[src/rtl/multicycle_alu.sv]
// Multi-cycle ALU: single-cycle logic/arith ops, shift-add MULT, optional restoring DIV.
// Define MULTICYCLE_ALU_DIV_EN to build the DIV state and the 011010 DIV function.
module multicycle_alu #(
  parameter int unsigned WIDTH = 32
) (
  input  logic             clk,
  input  logic             reset,
  input  logic             start,
  input  logic [WIDTH-1:0] A,
  input  logic [WIDTH-1:0] B,
  input  logic [5:0]       alu_funct,
  input  logic [1:0]       alu_op,
  output logic             busy,
  output logic             done,
  output logic [WIDTH-1:0] result,
  output logic [WIDTH-1:0] hi,
  output logic             ZERO
);

  localparam int unsigned CntW = $clog2(WIDTH);

`ifdef MULTICYCLE_ALU_DIV_EN
  typedef enum logic [1:0] {StIdle, StMul, StDiv, StDone} state_e;
`else
  typedef enum logic [1:0] {StIdle, StMul, StDone} state_e;
`endif

  state_e              state_q;
  logic                busy_q, done_q, zero_q;
  logic [WIDTH-1:0]    result_q, hi_q, opnd_q;
  logic [2*WIDTH-1:0]  acc_q;
  logic [CntW-1:0]     cnt_q;

  logic [WIDTH-1:0]    single_res;
  logic                is_mul;
  logic                last_iter;
  logic [WIDTH:0]      mul_sum;
  logic [2*WIDTH-1:0]  mul_next;
`ifdef MULTICYCLE_ALU_DIV_EN
  logic                is_div;
  logic [WIDTH:0]      div_shift;
  logic [WIDTH-1:0]    div_sub;
  logic                div_ge;
  logic [2*WIDTH-1:0]  div_next;
`endif

  // Operation decode; unrecognised codes fall through to a zero result.
  always_comb begin
    single_res = '0;
    is_mul     = 1'b0;
`ifdef MULTICYCLE_ALU_DIV_EN
    is_div     = 1'b0;
`endif
    case (alu_op)
      2'b00:   single_res = A + B;
      2'b01:   single_res = A - B;
      default: begin
        case (alu_funct)
          6'b100100: single_res = A & B;
          6'b100101: single_res = A | B;
          6'b100000: single_res = A + B;
          6'b100010: single_res = A - B;
          6'b101010: single_res = {{(WIDTH-1){1'b0}}, ($signed(A) < $signed(B))};
          6'b011000: is_mul = 1'b1;
`ifdef MULTICYCLE_ALU_DIV_EN
          6'b011010: is_div = 1'b1;
`endif
          default:   single_res = '0;
        endcase
      end
    endcase
  end

  // acc_q holds {partial product, remaining multiplier} for MULT.
  always_comb begin
    last_iter = (cnt_q == CntW'(WIDTH - 1));
    mul_sum   = {1'b0, acc_q[2*WIDTH-1:WIDTH]} + {1'b0, (acc_q[0] ? opnd_q : '0)};
    mul_next  = {mul_sum, acc_q[WIDTH-1:1]};
  end

`ifdef MULTICYCLE_ALU_DIV_EN
  // acc_q holds {remainder, dividend/quotient} for DIV; B=0 yields all-ones and rem=A.
  always_comb begin
    div_shift = acc_q[2*WIDTH-1:WIDTH-1];
    div_ge    = (div_shift >= {1'b0, opnd_q});
    div_sub   = div_shift[WIDTH-1:0] - opnd_q;
    div_next  = {(div_ge ? div_sub : div_shift[WIDTH-1:0]), acc_q[WIDTH-2:0], div_ge};
  end
`endif

  always_ff @(posedge clk) begin
    if (reset) begin
      state_q  <= StIdle;
      busy_q   <= 1'b0;
      done_q   <= 1'b0;
      result_q <= '0;
      hi_q     <= '0;
      zero_q   <= 1'b1;
      cnt_q    <= '0;
      acc_q    <= '0;
      opnd_q   <= '0;
    end else begin
      done_q <= 1'b0;
      case (state_q)
        StIdle, StDone: begin
          state_q <= StIdle;
          busy_q  <= 1'b0;
          if (start) begin
            if (is_mul) begin
              acc_q   <= {{WIDTH{1'b0}}, B};
              opnd_q  <= A;
              cnt_q   <= '0;
              busy_q  <= 1'b1;
              state_q <= StMul;
            end
`ifdef MULTICYCLE_ALU_DIV_EN
            else if (is_div) begin
              acc_q   <= {{WIDTH{1'b0}}, A};
              opnd_q  <= B;
              cnt_q   <= '0;
              busy_q  <= 1'b1;
              state_q <= StDiv;
            end
`endif
            else begin
              result_q <= single_res;
              hi_q     <= '0;
              zero_q   <= (single_res == '0);
              done_q   <= 1'b1;
              state_q  <= StDone;
            end
          end
        end
        StMul: begin
          acc_q <= mul_next;
          cnt_q <= cnt_q + CntW'(1);
          if (last_iter) begin
            result_q <= mul_next[WIDTH-1:0];
            hi_q     <= mul_next[2*WIDTH-1:WIDTH];
            zero_q   <= (mul_next[WIDTH-1:0] == '0);
            busy_q   <= 1'b0;
            done_q   <= 1'b1;
            cnt_q    <= '0;
            state_q  <= StDone;
          end
        end
`ifdef MULTICYCLE_ALU_DIV_EN
        StDiv: begin
          acc_q <= div_next;
          cnt_q <= cnt_q + CntW'(1);
          if (last_iter) begin
            result_q <= div_next[WIDTH-1:0];
            hi_q     <= div_next[2*WIDTH-1:WIDTH];
            zero_q   <= (div_next[WIDTH-1:0] == '0);
            busy_q   <= 1'b0;
            done_q   <= 1'b1;
            cnt_q    <= '0;
            state_q  <= StDone;
          end
        end
`endif
        default: begin
          state_q <= StIdle;
          busy_q  <= 1'b0;
        end
      endcase
    end
  end

  assign busy   = busy_q;
  assign done   = done_q;
  assign result = result_q;
  assign hi     = hi_q;
  assign ZERO   = zero_q;

endmodule

[config.mk]
export PLATFORM = sky130hd
export DESIGN_NAME = multicycle_alu
export DESIGN_NICKNAME = d
export VERILOG_FILES = /design/src/rtl/multicycle_alu.sv
export SDC_FILE = /design/constraint.sdc
export NUM_CORES = 1
export LEC_CHECK = 0
export CORE_MARGIN = 1.5
export CORE_UTILIZATION = 40
export DETAILED_ROUTE_END_ITERATION = 7
export PLACE_DENSITY = 0.61
export SETUP_SLACK_MARGIN = 0.2
export SLEW_MARGIN = 20
export SYNTH_ARGS = -nofsm -noshare
export SYNTH_HDL_FRONTEND = slang
export SYNTH_SLANG_ARGS = --single-unit
[constraint.sdc]
create_clock -name clk -period 5.56 [get_ports clk]
set_input_delay 0.834 -clock clk [delete_from_list [all_inputs] [get_ports clk]]
set_output_delay 0.834 -clock clk [all_outputs]
set_load 0.005 [all_outputs]
==> results.toml <==
[timing]
rsz0062_at_grt = "no"
skew_ns = 0.01429
slew_headroom_pct = 45.10
hold-worst-slack_ns = 0.4516
hold_viol = 0
fin_ws_ns = 0.7212
tightest_slew_ns = 0.8223
setup_viol = 0
report.final.slew_viol_count = 0
period_minus_slack_ns = 4.839
setup_tns_ns = 0
finalCritPeriodShare_pct = 87.03
fmax_ghz = 0.2067

[finish]
mostFrequentLayoutCell = "nand2_1"
fill_cells = 3308
final_cell_area_um2 = 15740
layout_common_cells = "nand2_1, nor2_1, a21oi_1, dfxtp_1, clkdlybuf4s50_1"
drive_gt1_share_pct = 5.252
fin_util_pct = 48.02
layout.nets = 2102
final_cells = 2347
area_growth_syn_to_layout_pct = 17.26

[global_routing]
grt_pass1_vias = 13090
grt_use_total_pct = 28.20
overflow = 0
grt_antenna_before_repair = 2
grt_max_degree = 77
grt_pass1_wl_mm = 75.04

[worst_setup_path]
path_max_fanout = 4
worst_setup_path_start_kind = "primary input"
crit_type = "primary input to register"
cp.required_ns = 5.93
cp.arrival_ns = 5.21
critical_path.endpoint_type = "register"

[yosys]
synth_mux_area_share_pct = 2.246
synth_nets = 2035
synth_compound_area_share_pct = 28.32
synth_cell_types = 86
synthAdderAreaFrac_pct = 12.84
syn_inst = 1824
synthTopCellsByArea = "dfxtp_1, ha_1, a21oi_1"
syn_area_um2 = 13420
synth_edf_count = 0
yosys.area_share.simple_pct = 22.50
synthArstFlopShare_pct = 0
synth_top_family_by_area = "compound AO/OA/AOI/OAI gates"
synth_flop_cell = "dfxtp_1"
ys_seq_area_share_pct = 25.20
ys_ff_latch = 169
ys.warnings.count = 0
yosys.area.top_type_share_pct = 25.20
avgSynthCellArea_um2 = 7.360
synth_area_leader_cell = "dfxtp_1"
synth-xor-area-share_pct = 2.023

[drt]
vias = 13870
drt_first_pass_iters = 6
viasPerCell = 5.908
wl_per_cell_um = 20.48
drt-total-wl_mm = 48.06
antenna_left = 0
drt_iter0_markers = 1300
drc = 0

[pwr]
seqPwrFrac_pct = 37.5
p_clk_share_pct = 37.5
p_total_mw = 3.338
power_switching_mw = 1.143
combPwrFrac_pct = 25.1
internal_power_mw = 2.195
leakagePower_nw = 6.494
swShare_pct = 34.25
power.density_nw_per_um2 = 212.1
peakVddDrop_uv = 213.4

[clocking]
clockBufferDepth = 2
root_buffer = "clkbuf_16"
clkSinkCount = 169
cts_tree = "yes"
clk_pin_slew_ns = 0.08
cts_resized = 0
cts_hold_buf = 0
htree_levels = 4
cts_buffers = 17
post_cts_buffers = 0
clock_latency_ns = 0.45

[place]
place_area_um2 = 15140
dp_hpwl_mm = 36.67
numPortBuffers = 141
gp_congestion = 1.006
dp_cells = 2314
place_ws_ns = 0.3347

[die]
initial_utilization_pct = 40.95
ios = 142
dieWidth_um = 186.2
chipHeight_um = 186.2
coreArea_um2 = 32780
die_area_um2 = 34670
fp-row-count = 66

[min_path]
worst_hold_path_type = "register to register"

[outcome]
status = "finished, final reports clean"

[run]
max-cap-violations = 0
layout make-up:
cell class                      count  area, um^2  share of cell area, %
Multi-Input combinational cell   1416        9165                  58.22
Sequential cell                   169        3383                  21.49
Timing Repair Buffer              163        1569                  9.967
Tap cell                          442       553.0                  3.513
Inverter                          124       465.4                  2.957
Clock buffer                       17       425.4                  2.702
Clock inverter                     15       177.7                  1.129
Antenna cell                        1       2.502                0.01590
cells in the mapped netlist (7+ instances only):
cell      count
o21bai_1      9
nand4_1      16
a21oi_1     191
and3_1        7
xnor2_1      24
o22ai_1      10
a211oi_1     35
ha_1        133
o21a_1       13
a31oi_1      16
a21o_1       26
dfxtp_1     169
inv_1       122
a22oi_1      27
o21ai_0      54
or3_1        11
nand3_1      43
a311oi_1     34
a221oi_1      9
clkbuf_1     85
buf_2        17
nor2_1      193
nor3_1       40
o211ai_1     13
nor4_1       19
xor2_1        7
buf_1        12
nand2_1     239
o31ai_1      21
nand2b_1     12
and2_1       41
a221o_1      13
o221ai_1     13
nor2b_1      15
mux2i_1      29
layer usage:
layer,part of all wire [%],routed length [um],track usage [%],up-vias
li1,-,-,-,6660
met1,45,21700,37.75,6536
met2,44,21240,44.13,559
met3,6.6,3169,5.160,111
met4,4.0,1942,12.61,0
met5,0,0,0,-
path summary, 6_finish.rpt:
check                           startpoint         to  slack, ns  cells after the start
worst max-delay path                  A[0]       ZERO       0.72                     16
worst min-delay path                hi[11]     hi[11]       0.45                      2
worst max register to register    acc_q[0]  acc_q[63]       1.39                     14
worst min register to register      hi[11]     hi[11]       0.45                      2
flip-flops by register name, indices dropped and copies added (netlist names):
name	count
acc_q	64
done	1
opnd_q	32
ZERO	1
result	32
cnt_q	5
state_q	2
hi	32
power groups by stage:
stage,clock network (mW),registers [mW],logic [mW]
final,1.25,1.25,0.837
after floorplan,0,1.27,0.514
after detailed placement,0,1.28,0.815
after global routing,1.31,1.25,0.906
after CTS,1.27,1.25,0.821
after global placement,0,1.28,0.816
critical path, cell delays in order:
cell	delay, ns
clkdlybuf4s50_1	0.46
inv_1	0.10
ha_1	0.18
inv_1	0.06
fa_1	0.43
nor2b_1	0.16
o211ai_1	0.33
a21oi_2	0.15
a211oi_1	0.65
a21o_1	0.29
o21ai_0	0.11
a211oi_1	0.53
nand4_1	0.21
nor4_1	0.31
nand4_1	0.14
o31ai_2	0.24
cells by family (layout without fill, tap and decap cells):
kind of cell / after synthesis / count (layout)
AND/OR/NAND/NOR: 665 / 665
AO/OA/AOI/OAI: 554 / 554
buffers and inverters: 239 / 319
flip-flops: 169 / 169
adder cells (fa/ha/maj): 136 / 136
XOR/XNOR: 31 / 31
multiplexers: 30 / 30
other: 0 / 1
(Power assumes the default switching activity.)
==> patch 1: new RTL, same settings <==
`WIDTH`: 32 -> 16.
--- a/src/rtl/multicycle_alu.sv
+++ b/src/rtl/multicycle_alu.sv
@@ -1,7 +1,7 @@
 // Multi-cycle ALU: single-cycle logic/arith ops, shift-add MULT, optional restoring DIV.
 // Define MULTICYCLE_ALU_DIV_EN to build the DIV state and the 011010 DIV function.
 module multicycle_alu #(
-  parameter int unsigned WIDTH = 32
+  parameter int unsigned WIDTH = 16
 ) (
   input  logic             clk,
   input  logic             reset,
Interface: changed (resized A, B, hi and result); port bits go from 142 to 78. The function was not compared with the original's and may differ.
==> patch 1 against the unedited design <==
- worst hold slack worse by 1.1 ps
- combinational power down 54%
- clock power down 52%
- final area down 49%
- count of clock-buffer cells in the layout down 6
- area after synthesis down 49%
- critical path depth down 3
- worst setup slack better by 950 ps
- routed wire length down 58%
- sequential cell count down 81
- die area down 48%
- power down 51%
- highest routed layer unchanged
==> patch 1: results (changes against the unedited design) <==
- Met3 Use GR: 0.0321 (was 0.0516)
- Worst-Skew Late Latency: 340 ps (was 450 ps)
- Slew @ Worst Pin: 1170 ps (was 822 ps)
- Max reg flops: 32 (was 64)
- Crit path DAT: 4160 ps (was 5210 ps)
- Post-place setup slack: 1360 ps (was 335 ps)
- Largest Register: acc_q (unchanged)
- Post-CTS setup buffers: 0 (unchanged)
- Initial detailed-routing violation count: 561 (was 1300)
- Post-cts resize count: 0 (unchanged)
- H-tree lvl count: 3 (was 4)
- Critical path's top delay family: compound AO/OA/AOI/OAI gates (unchanged)
- Gate power share: 0.236 (was 0.251)
- IO buf count: 77 (was 141)
- Yosys cell types: 80 (was 86)
- Synthesis Warnings: 0 (unchanged)
- Peak per-stage delay on the critical path: 540 ps (was 650 ps)
- Critical path peak fanout: 4 (unchanged)
- Drt pass-1 iters: 5 (was 6)
- Worst-path clk slew: 60 ps (was 80 ps)
- Diode count: 0 (was 1)
- Vias in the first global route: 5948 (was 13100)
- Final Wtd Congestion: 0.873 (was 1.01)
- First-pass GRT wire length: 31800 um (was 75000 um)
- GRT Total Usage: 0.221 (was 0.282)
- Worst vdd ir: 0.144 mV (was 0.213 mV)
- Via Count: 6612 (was 13900)
- Leakage: 3.27 nW (was 6.49 nW)
- Slowest cell on crit path: clkdlybuf4s50_1 (was a211oi_1)
- Most frequent cells after synthesis: nand2_1, nor2_1, a21oi_1 (unchanged)
- Number of buffers created by CTS: 9 (was 17)
- Clock skew: 5.97 ps (was 14.3 ps)
- Final HPWL DP: 14900 um (was 36700 um)
- Met2 Use GR: 0.324 (was 0.441)
- Layout cells sized above 1: 0.0604 (was 0.0525)
- Clk root buf: clkbuf_16 (unchanged)
- Top cells by area, synth: dfxtp_1, ha_1, a21oi_1 (unchanged)
- Power Clock: 0.000606 W (was 0.00125 W)
- Post-synth ARST share: 0 (unchanged)
- Wire length per cell: 17.1 um (was 20.5 um)
- Fin nets: 1070 (was 2102)
- Longest Clk Path Bufs: 2 (unchanged)
- Largest net degree at the start of global routing: 59 (was 77)
- Met1 Usage GRT: 0.334 (was 0.378)
- Hold Crit Class: reg2reg (unchanged)
- Outcome: finished, final reports clean (unchanged)
- Switching Share: 0.286 (was 0.342)
- Syn Nets: 1022 (was 2035)
- Initial antenna violation count: 0 (was 2)
- Seq/Total Area, Yosys: 0.256 (was 0.252)
==> patch 1: cell types whose count changed after synthesis, moves of 18 or more <==
cell,before,now
nand2_1,239,116
a21oi_1,191,95
nor2_1,193,99
dfxtp_1,169,88
ha_1,133,67
inv_1,122,58
clkbuf_1,85,33
o21ai_0,54,28
nand3_1,43,21
and2_1,41,20
nor3_1,40,19
a211oi_1,35,16
a21o_1,26,8
==> patch 1: cell families after synthesis <==
group           share of synthesized area
compound gates                      0.264
simple gates                        0.242
xor+xnor                           0.0203
mux                                0.0236
buf+inv                            0.0637
fa+ha+maj                           0.130
flops                               0.256
==> patch 1: worst paths after layout <==
kind	startpoint	endpoint	slack [ps]	depth (start not counted)
worst max-delay path	B[0]	ZERO	1680	13
worst min-delay path	opnd_q[9]	opnd_q[9]	450	2
worst max register to register	acc_q[0]	hi[15]	2080	12
worst min register to register	opnd_q[9]	opnd_q[9]	450	2
==> patch 1: metrics by stage <==
stage | power (W) | std cells | cell area [um2] | utilization
finish | 0.00165 | 1180 | 8100 | 0.485
global route | 0.00173 | 1180 | 8100 | 0.485
CTS | 0.00165 | 1180 | 8100 | 0.485
detailed placement | 0.00105 | 1166 | 7800 | 0.467
global placement | 0.00105 | 1166 | 7800 | 0.467
floorplan | 0.000915 | 909 | 6890 | -
==> patch 1: area by class of cell <==
type	count	area [um2]
multi-input combinational	712	4710
tap	220	275
clock inverter	3	42.5
sequential	88	1760
clock buffer	11	253
fill	1668	8600
timing repair buffer	86	833
inverter	60	225
==> patch 1: tightest hold or removal path, stage by stage, from the launching register on <==
cell and delay, ps:
dfxtp_1 310, nand2_1 50, a21oi_1 50
==> patch 1: layer usage <==
layer / vias up / share of wire
li1: 3330 / -
met1: 3052 / 0.51
met2: 203 / 0.42
met3: 27 / 0.054
met4: 0 / 0.022
met5: - / 0
==> patch 2: new RTL, config.mk and constraints unchanged <==
Made on the original files. Re-encode `state_e` (3 states) as one-hot, 3 bits wide.
--- a/src/rtl/multicycle_alu.sv
+++ b/src/rtl/multicycle_alu.sv
@@ -22,7 +22,7 @@
 `ifdef MULTICYCLE_ALU_DIV_EN
   typedef enum logic [1:0] {StIdle, StMul, StDiv, StDone} state_e;
 `else
-  typedef enum logic [1:0] {StIdle, StMul, StDone} state_e;
+  typedef enum logic [2:0] {StIdle = 3'b001, StMul = 3'b010, StDone = 3'b100} state_e;
 `endif
 
   state_e              state_q;
Check against the original RTL: same outputs for any inputs over 4 cycles, from zero or initial values and one cycle with reset high; so few cycles prove little.
==> patch 2 against the unedited design <==
- final area rose by 2.6%
- first-iteration DRC count shrank 2.2%
- power grew 3.7%
- count of clock-buffer cells in the layout unchanged
- register-to-register slack better by 50 ps
- routed wire length grew 8.1%
- sequential cell count rose by 1
- sequential share of layout area is 0.42 points lower
- cell count increased by 2.3%
- area after synthesis rose by 2.4%
- worst setup slack lost 11 ps
- critical path type unchanged
- critical endpoint is now result[31]
==> patch 2: results (changes against the unedited design) <==
- Outcome: finished, final reports clean (unchanged)
- Vias per std cell: 5.91 (about the same)
- Filler cells: 3415 (was 3308)
- Clock skew: 19.3 ps (was 14.3 ps)
- Placed Cells: 2369 (was 2314)
- Comb_multi_in: 1451 (was 1416)
- Largest net degree at the start of global routing: 73 (was 77)
- Worst Reg2Reg Path Length in Cells: 14 (unchanged)
- Yosys cell types: 81 (was 86)
- Hold Path Sink: hi[17] (was hi[11])
- Critical path peak fanout: 15 (was 4)
- Post-synth ARST share: 0 (unchanged)
- Worst vdd ir: 0.245 mV (was 0.213 mV)
- First-pass GRT wire length: 79200 um (was 75000 um)
- Layout cells sized above 1: 0.0538 (was 0.0525)
- Adder-Cell Fraction of Synth Area: 0.125 (was 0.128)
- Reg2reg end: hi[31] (was acc_q[63])
- GRT Total Usage: 0.289 (was 0.282)
- Logic inverters: 131 (was 124)
- Hold_sp: hi[17] (was hi[11])
- WHS: 449 ps (was 452 ps)
- Bufs w/o clock: 169 (was 163)
- Crit path DAT: 5200 ps (was 5210 ps)
- Post-synthesis mux area share: 0.0372 (was 0.0225)
- ClkCell Share: 0.0379 (was 0.0383)
- Worst-path clk slew: 70 ps
- Slowest cell on crit path: clkdlybuf4s50_1 (was a211oi_1)
- Setup slack, reg-to-reg: 1440 ps (was 1390 ps)
- Final HPWL DP: 39400 um (was 36700 um)
- Synth Area in XOR/XNOR: 0.0223 (was 0.0202)
- Peak per-stage delay on the critical path: 650 ps (about the same)
- Design area: 0.0161 mm2 (was 0.0157 mm2)
- Initial antenna violation count: 0 (was 2)
- Final non-clock buffer share: 0.101 (was 0.0997)
- Worst-Skew Late Latency: 470 ps (was 450 ps)
- Seq/Total Area, Yosys: 0.247 (was 0.252)
- Compound-gate portion of the synthesized area: 0.274 (was 0.283)
- Syn Nets: 2078 (was 2035)
- Seq/total area: 0.211 (was 0.215)
- Post-place setup slack: 486 ps (was 335 ps)
- Footprint of the multi-input gates: 0.00945 mm2 (was 0.00917 mm2)
- Final Wtd Congestion: 0.989 (was 1.01)
- Initial detailed-routing violation count: 1272 (was 1300)
- Rel. slew slack: 0.338 (was 0.451)
- Post-synthesis sequential element count: 170 (was 169)
- Most frequent cells after synthesis: nand2_1, nor2_1, a21oi_1 (unchanged)
- Via Count: 14200 (was 13900)
- CP Launch Point: A[13] (was A[0])
- Fin nets: 2151 (was 2102)
- Leakage: 6.83 nW (was 6.49 nW)
- Vias in the first global route: 13500 (was 13100)
- Wire length per cell: 21.6 um (was 20.5 um)
- Synthesized instance count: 1867 (was 1824)
- Diode count: 0 (was 1)
- Top cells by area, synth: dfxtp_1, ha_1, nand2_1 (was dfxtp_1, ha_1, a21oi_1)
-- patch 2: cell types whose count changed after synthesis, moves of 6 or more --
cell	change
a211oi_1	-17
nand3_1	-21
o21ai_0	+18
and3_1	+11
a21oi_1	-13
o311ai_0	+6
mux2i_1	+21
nand2_1	+20
o211ai_1	-6
nand2b_1	+12
inv_1	+8
nor3_1	-7
o31ai_1	-12
a21o_1	+6
-- patch 2: metal layers --
metal	part of all wire	vias up	track usage	wire length, um
met4	0.039	0	0.118	2050
li1	-	6789	-	-
met5	0	-	0	0
met2	0.45	566	0.463	23400
met3	0.065	110	0.0469	3390
met1	0.44	6716	0.385	23100
-- patch 2: worst max path at each step --
stage / endpoint / slack, ps
floorplan: ZERO / 1790
global placement: result[31] / 510
detailed placement: result[31] / 490
CTS: result[31] / 930
global route: result[31] / 560
finish: result[31] / 710
-- patch 2: report_power, final --
group,internal [W],switching (W)
clock,0.000719,0.000593
sequential,0.00124,0.0000189
combinational,0.000341,0.000553
total,0.00230,0.00116
